[config.mk]
export PLATFORM = sky130hd
export DESIGN_NAME = gate_bist_ctrl
export DESIGN_NICKNAME = d
export VERILOG_FILES = /design/src/rtl/gate_bist_ctrl.sv
export SDC_FILE = /design/constraint.sdc
export NUM_CORES = 1
export LEC_CHECK = 0
export BUFFER_PORTS_ARGS = -buffer_cell sky130_fd_sc_hd__buf_2
export CELL_PAD_IN_SITES_DETAIL_PLACEMENT = 1
export CELL_PAD_IN_SITES_GLOBAL_PLACEMENT = 2
export CORE_ASPECT_RATIO = 1.1
export CORE_MARGIN = 5
export CORE_UTILIZATION = 35
export DETAILED_ROUTE_END_ITERATION = 12
export PLACE_DENSITY_LB_ADDON = 0.08
export SETUP_SLACK_MARGIN = 0.1
export SLEW_MARGIN = 5
export SYNTH_ARGS = -nofsm -noshare
export SYNTH_HDL_FRONTEND = slang
export SYNTH_SLANG_ARGS = --single-unit
[constraint.sdc]
create_clock -name clk -period 6.1 [get_ports clk]
set_input_delay 1.22 -clock clk [delete_from_list [all_inputs] [get_ports clk]]
set_output_delay 1.22 -clock clk [all_outputs]
set_load 0.02 [all_outputs]
[src/rtl/gate_bist_ctrl.sv]
`default_nettype none
// ============================================================================
//  Module   : gate_bist_ctrl
//  Purpose  : Built-in self-test sequencer for four two-input gates
//             (nand, nor, xor, xnor). Applies the four input combinations
//             00,01,10,11 on {a,b}, holds each for SETTLE_CYCLES cycles,
//             then compares every enabled gate output against its golden
//             value and accumulates the mismatch count.
//  Ports    :
//    clk                 - single clock, rising edge
//    rst                 - synchronous active-high reset
//    start               - request a run (sampled only while idle)
//    op_mask[3:0]        - gates to check: 0 nand, 1 nor, 2 xor, 3 xnor
//    a, b                - stimulus to the gates under test
//    y_nand..y_xnor      - gate outputs under test
//    busy                - run in progress
//    done                - one-cycle completion pulse
//    pass                - run result, valid from done until next start
//    fail_cnt[4:0]       - mismatches in the last run (0..16)
//    err_valid/err_op/err_vec - first mismatch of the run
//                          (present only with GATE_BIST_ERRLOG_EN defined)
//  Config   : define GATE_BIST_ERRLOG_EN to add the first-error log.
//  Revision : 1.0 - initial release
// ============================================================================
module gate_bist_ctrl #(
  parameter int unsigned SETTLE_CYCLES = 1
) (
  input  logic       clk,
  input  logic       rst,
  input  logic       start,
  input  logic [3:0] op_mask,
  output logic       a,
  output logic       b,
  input  logic       y_nand,
  input  logic       y_nor,
  input  logic       y_xor,
  input  logic       y_xnor,
  output logic       busy,
  output logic       done,
  output logic       pass,
  output logic [4:0] fail_cnt
`ifdef GATE_BIST_ERRLOG_EN
  ,
  output logic       err_valid,
  output logic [1:0] err_op,
  output logic [1:0] err_vec
`endif
);

  typedef enum logic [1:0] {
    IDLE   = 2'd0,
    SETTLE = 2'd1,
    CHECK  = 2'd2,
    DONE   = 2'd3
  } state_t;

  localparam logic [3:0] SETTLE_LAST = 4'(SETTLE_CYCLES - 1);

  state_t     state_q;
  state_t     state_d;
  logic       accept;
  logic [1:0] vec;
  logic [3:0] settle_cnt;
  logic [3:0] mask_q;
  logic [3:0] mis;
  logic [2:0] mis_cnt;

  // State register
  always_ff @(posedge clk) begin
    if (rst) begin
      state_q <= IDLE;
    end else begin
      state_q <= state_d;
    end
  end

  // Next-state and stimulus decode
  always_comb begin
    state_d = state_q;
    accept  = 1'b0;
    a       = 1'b0;
    b       = 1'b0;
    case (state_q)
      IDLE: begin
        if (start) begin
          accept  = 1'b1;
          state_d = SETTLE;
        end
      end
      SETTLE: begin
        {a, b} = vec;
        if (settle_cnt == SETTLE_LAST) begin
          state_d = CHECK;
        end
      end
      CHECK: begin
        {a, b}  = vec;
        state_d = (vec == 2'd3) ? DONE : SETTLE;
      end
      DONE: begin
        state_d = IDLE;
      end
      default: begin
        state_d = IDLE;
      end
    endcase
  end

  // Per-gate mismatch against golden, restricted to the latched mask.
  // {a,b} == vec while checking, so vec[1] is a and vec[0] is b.
  assign mis[0] = mask_q[0] & (y_nand != ~(vec[1] & vec[0]));
  assign mis[1] = mask_q[1] & (y_nor  != ~(vec[1] | vec[0]));
  assign mis[2] = mask_q[2] & (y_xor  !=  (vec[1] ^ vec[0]));
  assign mis[3] = mask_q[3] & (y_xnor != ~(vec[1] ^ vec[0]));

  assign mis_cnt = {2'b00, mis[0]} + {2'b00, mis[1]}
                 + {2'b00, mis[2]} + {2'b00, mis[3]};

  // Status outputs are registered one cycle behind the state so that done
  // lands on the edge that leaves DONE and busy spans SETTLE/CHECK cycles.
  always_ff @(posedge clk) begin
    if (rst) begin
      vec        <= 2'd0;
      settle_cnt <= 4'd0;
      mask_q     <= 4'd0;
      fail_cnt   <= 5'd0;
      pass       <= 1'b0;
      busy       <= 1'b0;
      done       <= 1'b0;
    end else begin
      done <= (state_q == DONE);
      busy <= (state_q == SETTLE) || (state_q == CHECK);
      case (state_q)
        IDLE: begin
          if (accept) begin
            mask_q     <= op_mask;
            fail_cnt   <= 5'd0;
            pass       <= 1'b0;
            vec        <= 2'd0;
            settle_cnt <= 4'd0;
          end
        end
        SETTLE: begin
          settle_cnt <= (settle_cnt == SETTLE_LAST) ? 4'd0 : settle_cnt + 4'd1;
        end
        CHECK: begin
          fail_cnt <= fail_cnt + {2'b00, mis_cnt};
          if (vec != 2'd3) begin
            vec <= vec + 2'd1;
          end
        end
        DONE: begin
          pass <= (fail_cnt == 5'd0);
        end
        default: begin
        end
      endcase
    end
  end

`ifdef GATE_BIST_ERRLOG_EN
  logic [1:0] first_op;

  // Lowest-index mismatching gate in the current check
  always_comb begin
    first_op = 2'd3;
    if (mis[0]) begin
      first_op = 2'd0;
    end else if (mis[1]) begin
      first_op = 2'd1;
    end else if (mis[2]) begin
      first_op = 2'd2;
    end
  end

  // Captures only the first mismatch; vectors are checked in ascending
  // order so the first capture is also the earliest vec.
  always_ff @(posedge clk) begin
    if (rst) begin
      err_valid <= 1'b0;
      err_op    <= 2'd0;
      err_vec   <= 2'd0;
    end else if (accept) begin
      err_valid <= 1'b0;
      err_op    <= 2'd0;
      err_vec   <= 2'd0;
    end else if ((state_q == CHECK) && !err_valid && (mis != 4'd0)) begin
      err_valid <= 1'b1;
      err_op    <= first_op;
      err_vec   <= vec;
    end
  end
`endif

endmodule
`default_nettype wire

* Word-level counts from Yosys, hierarchy flattened
Cells that the tools add are included.
Storage, ports and cells: register bits after elaboration 20, output and inout bits 10, word-level logic and storage cells 69
Operators by class: $add $sub $neg 6, equality and inequality tests 13, multiplexer cells 18, bitwise gates (word level) 10, reduce and logical (&&, ||, !) cells 14
Operators by type and width (count):
- 2-bit 2-to-1 mux | 5
- 5-bit one-hot mux with 2 select lines | 1
- 2-bit AND reduction | 5
- 4-bit 2-to-1 mux | 2
- 2-bit one-hot mux with 4 select lines | 1
- 4-bit one-hot mux with 2 select lines | 1
- 2-bit == test (second input constant) | 3
- 2-bit inequality test (second input constant) | 3
- 2-bit nonzero test | 3
- 5-bit by 3-bit adder with 5-bit output | 1
- 1-bit bitwise AND | 5
- 5-bit logical NOT | 1
- 1-bit 2-to-1 mux | 5
- 5-bit 2-to-1 mux | 1
- 4-bit by 1-bit adder with 4-bit output (second input constant) | 1
- 4-bit logical NOT | 1
- 1-bit inequality test | 4
- 2-bit by 1-bit inequality test with 1-bit output (second input constant) | 2
- 2-bit one-hot mux with 2 select lines | 1
- 2-bit by 1-bit adder with 3-bit output | 1
- 3-bit by 1-bit adder with 3-bit output | 1
- 1-bit NOT | 3
- 3-bit AND reduction | 1
- 1-bit by 1-bit adder with 2-bit output | 1
- other kinds (8) | 8

* Longest topological paths before layout
Gate-level depths: netlist (run 1).
depth in word-level cells 9, mapped depth 10

* Worst setup path after synthesis (run 1)
Ideal clock, no wire load.
kind input port to flip-flop, start point input port y_nand, end point register fail_cnt[4], setup time 0.072 ns, data arrival time 3.256 ns, path slack 2.772 ns, cell stages on the path 7, buffers on the path 0, cells stage by stage xnor2_1 > nand2_1 > fa_1 > fa_1 > fa_1 > nor4b_2 > mux2i_1
On the way: longest elaborated chain between the ends 7
Ends and longest elaborated chain:
- from (decl) | RTL line 34 | input logic y_nand,
- 1-bit inequality test | RTL line 111 | assign mis[0] = mask_q[0] & (y_nand != ~(vec[1] & vec[0]));
- 1-bit bitwise AND | RTL line 111
- 1-bit by 1-bit adder with 2-bit output | RTL line 116 | assign mis_cnt = {2'b00, mis[0]} + {2'b00, mis[1]}
- 2-bit by 1-bit adder with 3-bit output | RTL line 117 | + {2'b00, mis[2]} + {2'b00, mis[3]};
- 3-bit by 1-bit adder with 3-bit output | RTL line 117
- 5-bit by 3-bit adder with 5-bit output | RTL line 147 | fail_cnt <= fail_cnt + {2'b00, mis_cnt};
- 5-bit one-hot mux with 2 select lines | RTL line 133 | case (state_q)
- to (signal assigned) | RTL line 147
- to (decl) | RTL line 41 | output logic [4:0] fail_cnt
Every way passes these cells. A chain may end at the register's enable or synchronous reset.

* Worst setup path after layout (run 1)
start point input port y_xor, end point register fail_cnt[2]
On the way: longest elaborated chain between the ends 6
Ends and longest elaborated chain:
- from (decl) | RTL line 36 | input logic y_xor,
- 1-bit inequality test | RTL line 113 | assign mis[2] = mask_q[2] & (y_xor != (vec[1] ^ vec[0]));
- 1-bit bitwise AND | RTL line 113
- 2-bit by 1-bit adder with 3-bit output | RTL line 117
- 3-bit by 1-bit adder with 3-bit output | RTL line 117
- 5-bit by 3-bit adder with 5-bit output | RTL line 147
- 5-bit one-hot mux with 2 select lines | RTL line 133
Every way passes these cells.

==> results of run 1 <==
[cell usage after synthesis]
| master | count | share of area (%) |
|---|---|---|
| o211a_1 | 1 | 0.84 |
| nand4_1 | 3 | 1.6 |
| mux2i_2 | 1 | 1.2 |
| a21oi_1 | 9 | 3.8 |
| o211ai_1 | 1 | 0.63 |
| nand3_1 | 9 | 3.8 |
| o21ai_0 | 6 | 2.5 |
| or3b_1 | 1 | 0.73 |
| buf_6 | 1 | 0.94 |
| o2111ai_1 | 1 | 0.73 |
| xnor2_1 | 2 | 1.5 |
| inv_1 | 19 | 6.0 |
| ha_1 | 9 | 9.4 |
| fa_1 | 3 | 5.0 |
| buf_4 | 1 | 0.63 |
| a211oi_2 | 1 | 1.0 |
| dfxtp_1 | 20 | 34 |
| buf_2 | 1 | 0.42 |
| nor4b_2 | 1 | 1.3 |
| nor4_1 | 1 | 0.52 |
| nor2b_1 | 2 | 1.0 |
| a32oi_1 | 3 | 2.2 |
| nand3b_1 | 2 | 1.3 |
| and2_1 | 3 | 1.6 |
| a21boi_2 | 1 | 0.94 |
| clkbuf_1 | 2 | 0.63 |
| mux2i_1 | 3 | 2.5 |
| nand2_1 | 12 | 3.8 |
| a221oi_1 | 1 | 0.73 |
| nor2_1 | 5 | 1.6 |
| nor3b_1 | 1 | 0.63 |
| xor2_1 | 2 | 1.5 |
| or3_1 | 3 | 1.6 |
| a221oi_2 | 2 | 2.5 |
| nand2b_1 | 3 | 1.6 |
[layout make-up]
type / instances / area share [%]
Tap cell: 36 / 3.35
Multi-Input combinational cell: 92 / 51.4
Timing Repair Buffer: 20 / 7.45
Clock buffer: 4 / 2.70
Inverter: 19 / 5.31
Sequential cell: 20 / 29.8
[cells by family (layout without fill, tap and decap cells)]
logic type / after synthesis / after routing / synth area share (%)
simple gates: 46 / 46 / 20.9
compound gates: 26 / 26 / 15.9
buf+inv: 24 / 43 / 8.60
flops: 20 / 20 / 33.5
fa+ha+maj: 12 / 12 / 14.5
xor+xnor: 4 / 4 / 2.94
mux: 4 / 4 / 3.67
[metrics by stage]
step	cells	setup slack [ps]	hold slack, ps	cell area [um2]
2_1_floorplan	136	2770	437	1190
3_3_place_gp	187	2550	447	1310
6_report	191	2880	469	1340
5_1_grt	191	2730	490	1340
4_1_cts	191	2840	470	1340
3_5_place_dp	187	2500	452	1310
[critical path, stage by stage]
cell and delay (ps):
buf_2 110, xor2_1 160, nand2_1 80, fa_1 460, fa_1 480, fa_1 460, or3_1 360, a21oi_1 140
[layer usage]
| layer | routed length [um] | up-vias |
|---|---|---|
| met2 | 1440 | 15 |
| met3 | 91 | 5 |
| met4 | 47 | 0 |
| met1 | 1280 | 484 |
| met5 | 0 | - |
| li1 | - | 503 |
[how the worst min path moves through the flow]
stage | slack [ps] | to
4_1_cts | 470 | mask_q[1]
5_1_grt | 490 | mask_q[1]
3_3_place_gp | 450 | mask_q[0]
2_1_floorplan | 440 | mask_q[0]
3_5_place_dp | 450 | mask_q[1]
6_report | 470 | mask_q[0]
[power by group through the flow]
stage,clock network [mW],logic [mW],registers [mW]
detailed placement,0,0.115,0.151
floorplan,0,0.0872,0.153
finish,0.0811,0.113,0.148
CTS,0.0841,0.115,0.149
global placement,0,0.112,0.151
global route,0.0887,0.128,0.150
[registers in the layout, summed over array words and instances (netlist names)]
register    count
busy            1
done            1
fail_cnt        5
mask_q          4
pass            1
settle_cnt      4
state_q         2
vec             2
[cell usage in the layout, fill, tap and decap left out, types with 2 or more instances in the layout]
cell type,synthesis,routed
ha_1,9,9
a21oi_1,9,9
dfxtp_1,20,20
or3_1,3,3
nand3b_1,2,2
clkbuf_4,0,3
and2_1,3,3
fa_1,3,3
a221oi_2,2,2
nand3_1,9,9
xor2_1,2,2
o21ai_0,6,6
nand2b_1,3,3
mux2i_1,3,3
nand2_1,12,12
nand4_1,3,3
nor2_1,5,5
xnor2_1,2,2
nor2b_1,2,2
buf_2,1,20
inv_1,19,19
a32oi_1,3,3
==> summary.txt, run 1 <==
Setup path
  • Crit path capture: fail_cnt[2]
  • Worst endpoint required time: 6350 ps
  • CP Capture Type: flop
  • Crit-path max FO: 3
  • WP data arrival: 3470 ps
  • Setup crit start: y_xor
  • FF-to-FF End: fail_cnt[2]
  • Cells on worst reg2reg path: 9
  • Reg2reg start: vec[0]
  • Path type of the worst setup path: in2reg
  • R2r setup slk: 3010 ps
  • Crit start category: input port

STA
  • RSZ-0062 raised after global routing: no
  • Slew HR: 64.3%
  • Tightest Pin Transition: 526 ps
  • Setup-failing EPs final: 0
  • Slew Viols, Final: 0
  • Clock Skews: 9.11 ps
  • TNS Setup: 0 ps
  • Final min period: 3220 ps
  • Fin crit share: 52.8%
  • F_max: 0.310 GHz
  • Fin. Hold Viols: 0

Route
  • Post-Route WL: 2.86 mm
  • TritonRoute pass-1 iters: 2
  • 1st-iter DRT viols: 26
  • Vias per cell: 5.27
  • Via Count: 1007
  • WL per Instance: 15.0 um
  • ANT nets after route: 0
  • Residual DRC count: 0

Floorplanning
  • Floorplan row count: 22
  • Die Wd: 65.7 um
  • Starting Density: 36.1%
  • Core Area: 3300 um2
  • Die area: 4680 um2
  • Die outline height: 71.3 um
  • Io pins: 21

Pwr
  • Pleak: 0.548 nW
  • Pwr Density: 255 nW/um2
  • Total Power: 0.342 mW
  • Psw: 0.125 mW
  • Max IR drop VDD: 0.125 mV
  • Sequential power share: 43.3%
  • Gate power share: 33.0%
  • Internal cell power: 0.217 mW
  • Net Sw Frac: 36.6%
  • Clock power share: 23.7%

Logic synthesis
  • Synthesized flop and latch total: 20
  • Seq/Total Area, Yosys: 33.5%
  • Post-synth cell types: 35
  • Synth Instances: 136
  • Yosys warning count: 0
  • Mapped Area: 1190 um2
  • Syn Nets: 159
  • Syn Area/Cell: 8.78 um2

Global route
  • Met3 GRT Util: 2.04%
  • First-pass GRT wire length: 4.70 mm
  • Pin count of the biggest net entering global routing: 18
  • Most Crowded Layer GR: met2
  • All-Layer GR Usage: 13.1%
  • Met2 Use GR: 21.9%
  • Initial antenna violation count: 0
  • Met1 Use GR: 16.5%
  • Global route overflow: 0
  • Vias in the first global route: 1013

Final layout
  • Diode count: 0
  • Multi-input gate area: 691 um2
  • Share of cells above drive strength 1: 19.4%
  • Reg area: 400 um2
  • Area delta synth->final: 12.6%
  • # fillers: 404
  • Final core occ: 40.7%
  • Final Net Count: 179

Hold path
  • Hold Crit Depth: 2
  • Worst Hold Class: reg2reg
  • Hold path start: mask_q[0]

Placement
  • Gp weighted congestion: 0.726
  • PortBufs: 20
  • Detailed Place HPWL: 2.27 mm

CTS
  • Max H-tree Level: 1
  • Clk_lat worst skew: 310 ps
  • TritonCTS Buffers: 3
  • Resized Gates After CTS: 0
  • Reg clk slew, reported paths: 130 ps
  • CTS tree: yes
  • Root Driver: clkbuf_4
  • Max clock buf depth: 2
  • Clock sink total: 20
  • # Post-CTS Setup Buffers: 0
  • Hold buffers post-CTS: 0

Flow run
  • Max_cap viols: 0

Run status
  • Status: finished clean
Note: power is estimated with default switching activity, not from simulation.
==> inputs of run 2 (changes only) <==
--- a/config.mk
+++ b/config.mk
@@ -10,7 +10,7 @@
 export CELL_PAD_IN_SITES_GLOBAL_PLACEMENT = 2
 export CORE_ASPECT_RATIO = 1.1
 export CORE_MARGIN = 5
-export CORE_UTILIZATION = 35
+export CORE_UTILIZATION = 29
 export DETAILED_ROUTE_END_ITERATION = 12
 export PLACE_DENSITY_LB_ADDON = 0.08
 export SETUP_SLACK_MARGIN = 0.1
==> constraint.sdc (replaced) <==
create_clock -name clk -period 2.8 [get_ports clk]
set_input_delay 0.56 -clock clk [delete_from_list [all_inputs] [get_ports clk]]
set_output_delay 0.56 -clock clk [all_outputs]
set_load 0.02 [all_outputs]
==> summary.txt, run 2 (same netlist as run 1, synthesis figures left out) <==
Run status
  • Status: finished clean

Final layout
  • Reg area: 403 um2 (+0.62%)
  • Share of cells above drive strength 1: 27.2% (+7.9 points)
  • Multi-input gate area: 723 um2 (+4.7%)
  • Most flop-heavy register: fail_cnt
  • # fillers: 489 (+21%)
  • Most frequent cells in the layout: buf_2, dfxtp_1, inv_1, nand2_1, nand3_1
  • Final Cell Area: 1460 um2 (+8.4%)
  • Area delta synth->final: 22.0%
  • Biggest regs: fail_cnt (5), mask_q (4), settle_cnt (4)
  • Final Net Count: 182 (+1.7%)
  • Max reg flops: 5 (unchanged)
  • Most common cell after layout, fill and taps aside: buf_2
  • Diode count: 0 (unchanged)

Pwr
  • Clock power share: 33.4% (+9.7 points)
  • Internal cell power: 0.592 mW (+170%)
  • Max IR drop VDD: 0.165 mV (+32%)
  • Pwr Density: 602 nW/um2 (+140%)
  • Sequential power share: 37.0% (-6.3 points)
  • Pleak: 0.592 nW (+8.0%)
  • Gate power share: 29.7% (-3.3 points)
  • Net Sw Frac: 32.4% (-4.2 points)
  • Psw: 0.284 mW (+130%)

CTS
  • Clock sink total: 20 (unchanged)
  • Reg clk slew, reported paths: 80 ps (-50 ps)
  • Clk_lat worst skew: 260 ps (-50 ps)
  • TritonCTS Buffers: 3 (unchanged)
  • Max clock buf depth: 2 (unchanged)
  • Max H-tree Level: 1 (unchanged)
  • # Post-CTS Setup Buffers: 0 (unchanged)
  • CTS tree: yes
  • Root Driver: clkbuf_8

Setup path
  • Crit-path max FO: 3 (unchanged)
  • Slowest cell on crit path: fa_1
  • Crit start category: flop
  • Crit-path cells: inv_2, ha_4, xor2_1, nand2_1, fa_1, fa_2, fa_2, or3_1, a21oi_2
  • WP data arrival: 2910 ps (-560 ps)
  • Path type of the worst setup path: reg2reg
  • CP max stage delay: 470 ps (about the same)
  • Most common cell on crit path: fa_2
  • Worst endpoint required time: 3000 ps (-3350 ps)
  • CP Capture Type: flop

Floorplanning
  • Io pins: 21 (unchanged)
  • Die outline height: 77.3 um (+8.5%)
  • Starting Density: 30.1% (-6.0 points)
  • Core Area: 3960 um2 (+20%)
  • Die Wd: 71.2 um (+8.4%)
  • Die area: 5500 um2 (+18%)
  • Floorplan row count: 24 (+9.1%)

STA
  • Slew HR: 63.1% (-1.2 points)
  • Final min period: 2710 ps
  • F_max: 0.369 GHz
  • RSZ-0062 raised after global routing: yes
  • Tightest Pin Transition: 543 ps (+17.4 ps)
  • Fin crit share: 96.8%
  • Min Hold Slack: 462 ps (-6.30 ps)
  • Setup-failing EPs final: 0 (unchanged)
  • Clock Skews: 1.08 ps (-8.03 ps)
  • Slew Viols, Final: 0 (unchanged)
  • Fin. Hold Viols: 0 (unchanged)
  • Final WS setup: 89.4 ps (-2790 ps)

Hold path
  • Worst Hold Class: reg2reg

Route
  • 1st-iter DRT viols: 39 (+50%)
  • Via Count: 999 (-0.79%)
  • Post-Route WL: 3.02 mm (+5.5%)
  • Vias per cell: 4.76 (-9.8%)
  • Residual DRC count: 0 (unchanged)
  • TritonRoute pass-1 iters: 4 (+2)
  • ANT nets after route: 0 (unchanged)
  • WL per Instance: 14.4 um (-4.1%)

Placement
  • Detailed Place HPWL: 2.43 mm (+7.3%)
  • Setup WS pre-CTS: -41.7 ps (-2540 ps)
  • PortBufs: 20 (unchanged)
  • Area post-placement: 1370 um2 (+4.6%)
  • Gp weighted congestion: 0.728 (+0.26%)

Global route
  • Global route overflow: 0 (unchanged)
  • Met1 Use GR: 14.7% (-1.8 points)
  • Most Crowded Layer GR: met2
  • First-pass GRT wire length: 5.39 mm (+15%)
  • Vias in the first global route: 1078 (+6.4%)
  • All-Layer GR Usage: 12.2% (-0.83 points)
  • Pin count of the biggest net entering global routing: 18 (unchanged)
  • Met3 GRT Util: 1.83% (-0.21 points)
  • Initial antenna violation count: 0 (unchanged)
  • Met2 Use GR: 21.6% (-0.34 points)

Flow run
  • Max_cap viols: 0 (unchanged)
run 2: metal layers:
layer	share of wire, %	vias up
met4	0.76	0
met1	44	475
met2	53	11
met3	2.2	2
li1	-	511
met5	0	-
run 2: worst paths after layout:
kind	cells after the start	startpoint	end	slack, ps
worst max-delay path	9	vec[0]	fail_cnt[2]	90
worst min-delay path	2	mask_q[0]	mask_q[0]	460
worst max register to register	9	vec[0]	fail_cnt[2]	90
worst min register to register	2	mask_q[0]	mask_q[0]	460
run 2: cell type report:
type | instances | area share (%)
Tap cell | 52 | 4.47
Clock buffer | 3 | 2.84
Timing Repair Buffer | 23 | 8.42
Multi-Input combinational cell | 92 | 49.7
Inverter | 19 | 4.90
Sequential cell | 20 | 27.7
Clock inverter | 1 | 2.06
run 2: worst max-delay path, delay by kind of cell (launching register included):
family | cells | cell delay [ps]
compound gates | 1 | 120
simple gates | 2 | 460
xor+xnor | 1 | 140
fa+ha+maj | 4 | 1540
buf+inv | 1 | 50
flops | 1 | 360
run 2: power groups by stage:
stage               clock network (mW)  registers (mW)  logic, mW
finish                           0.293           0.324      0.260
global placement                     0           0.329      0.260
floorplan                            0           0.334      0.194
CTS                              0.301           0.324      0.267
global route                     0.315           0.327      0.300
detailed placement                   0           0.330      0.264
run 2: per-stage QoR:
stage / TNS, ps / power [mW] / cells / util [%]
after detailed placement: -41.7 / 0.595 / 206 / 34.5
final: 0 / 0.877 / 210 / 36.7
after floorplan: 0 / 0.528 / 136 / -
after global placement: -7.65 / 0.589 / 206 / 34.5
after global routing: -5.10 / 0.943 / 210 / 36.7
after CTS: 0 / 0.892 / 210 / 36.6
run 2: repair_timing:
item | in CTS | in global routing
setup endpoints to repair | 3 | 3
pin swaps | 9 | 5
gates resized for setup | 5 | 3
hold buffers | 0 | 0
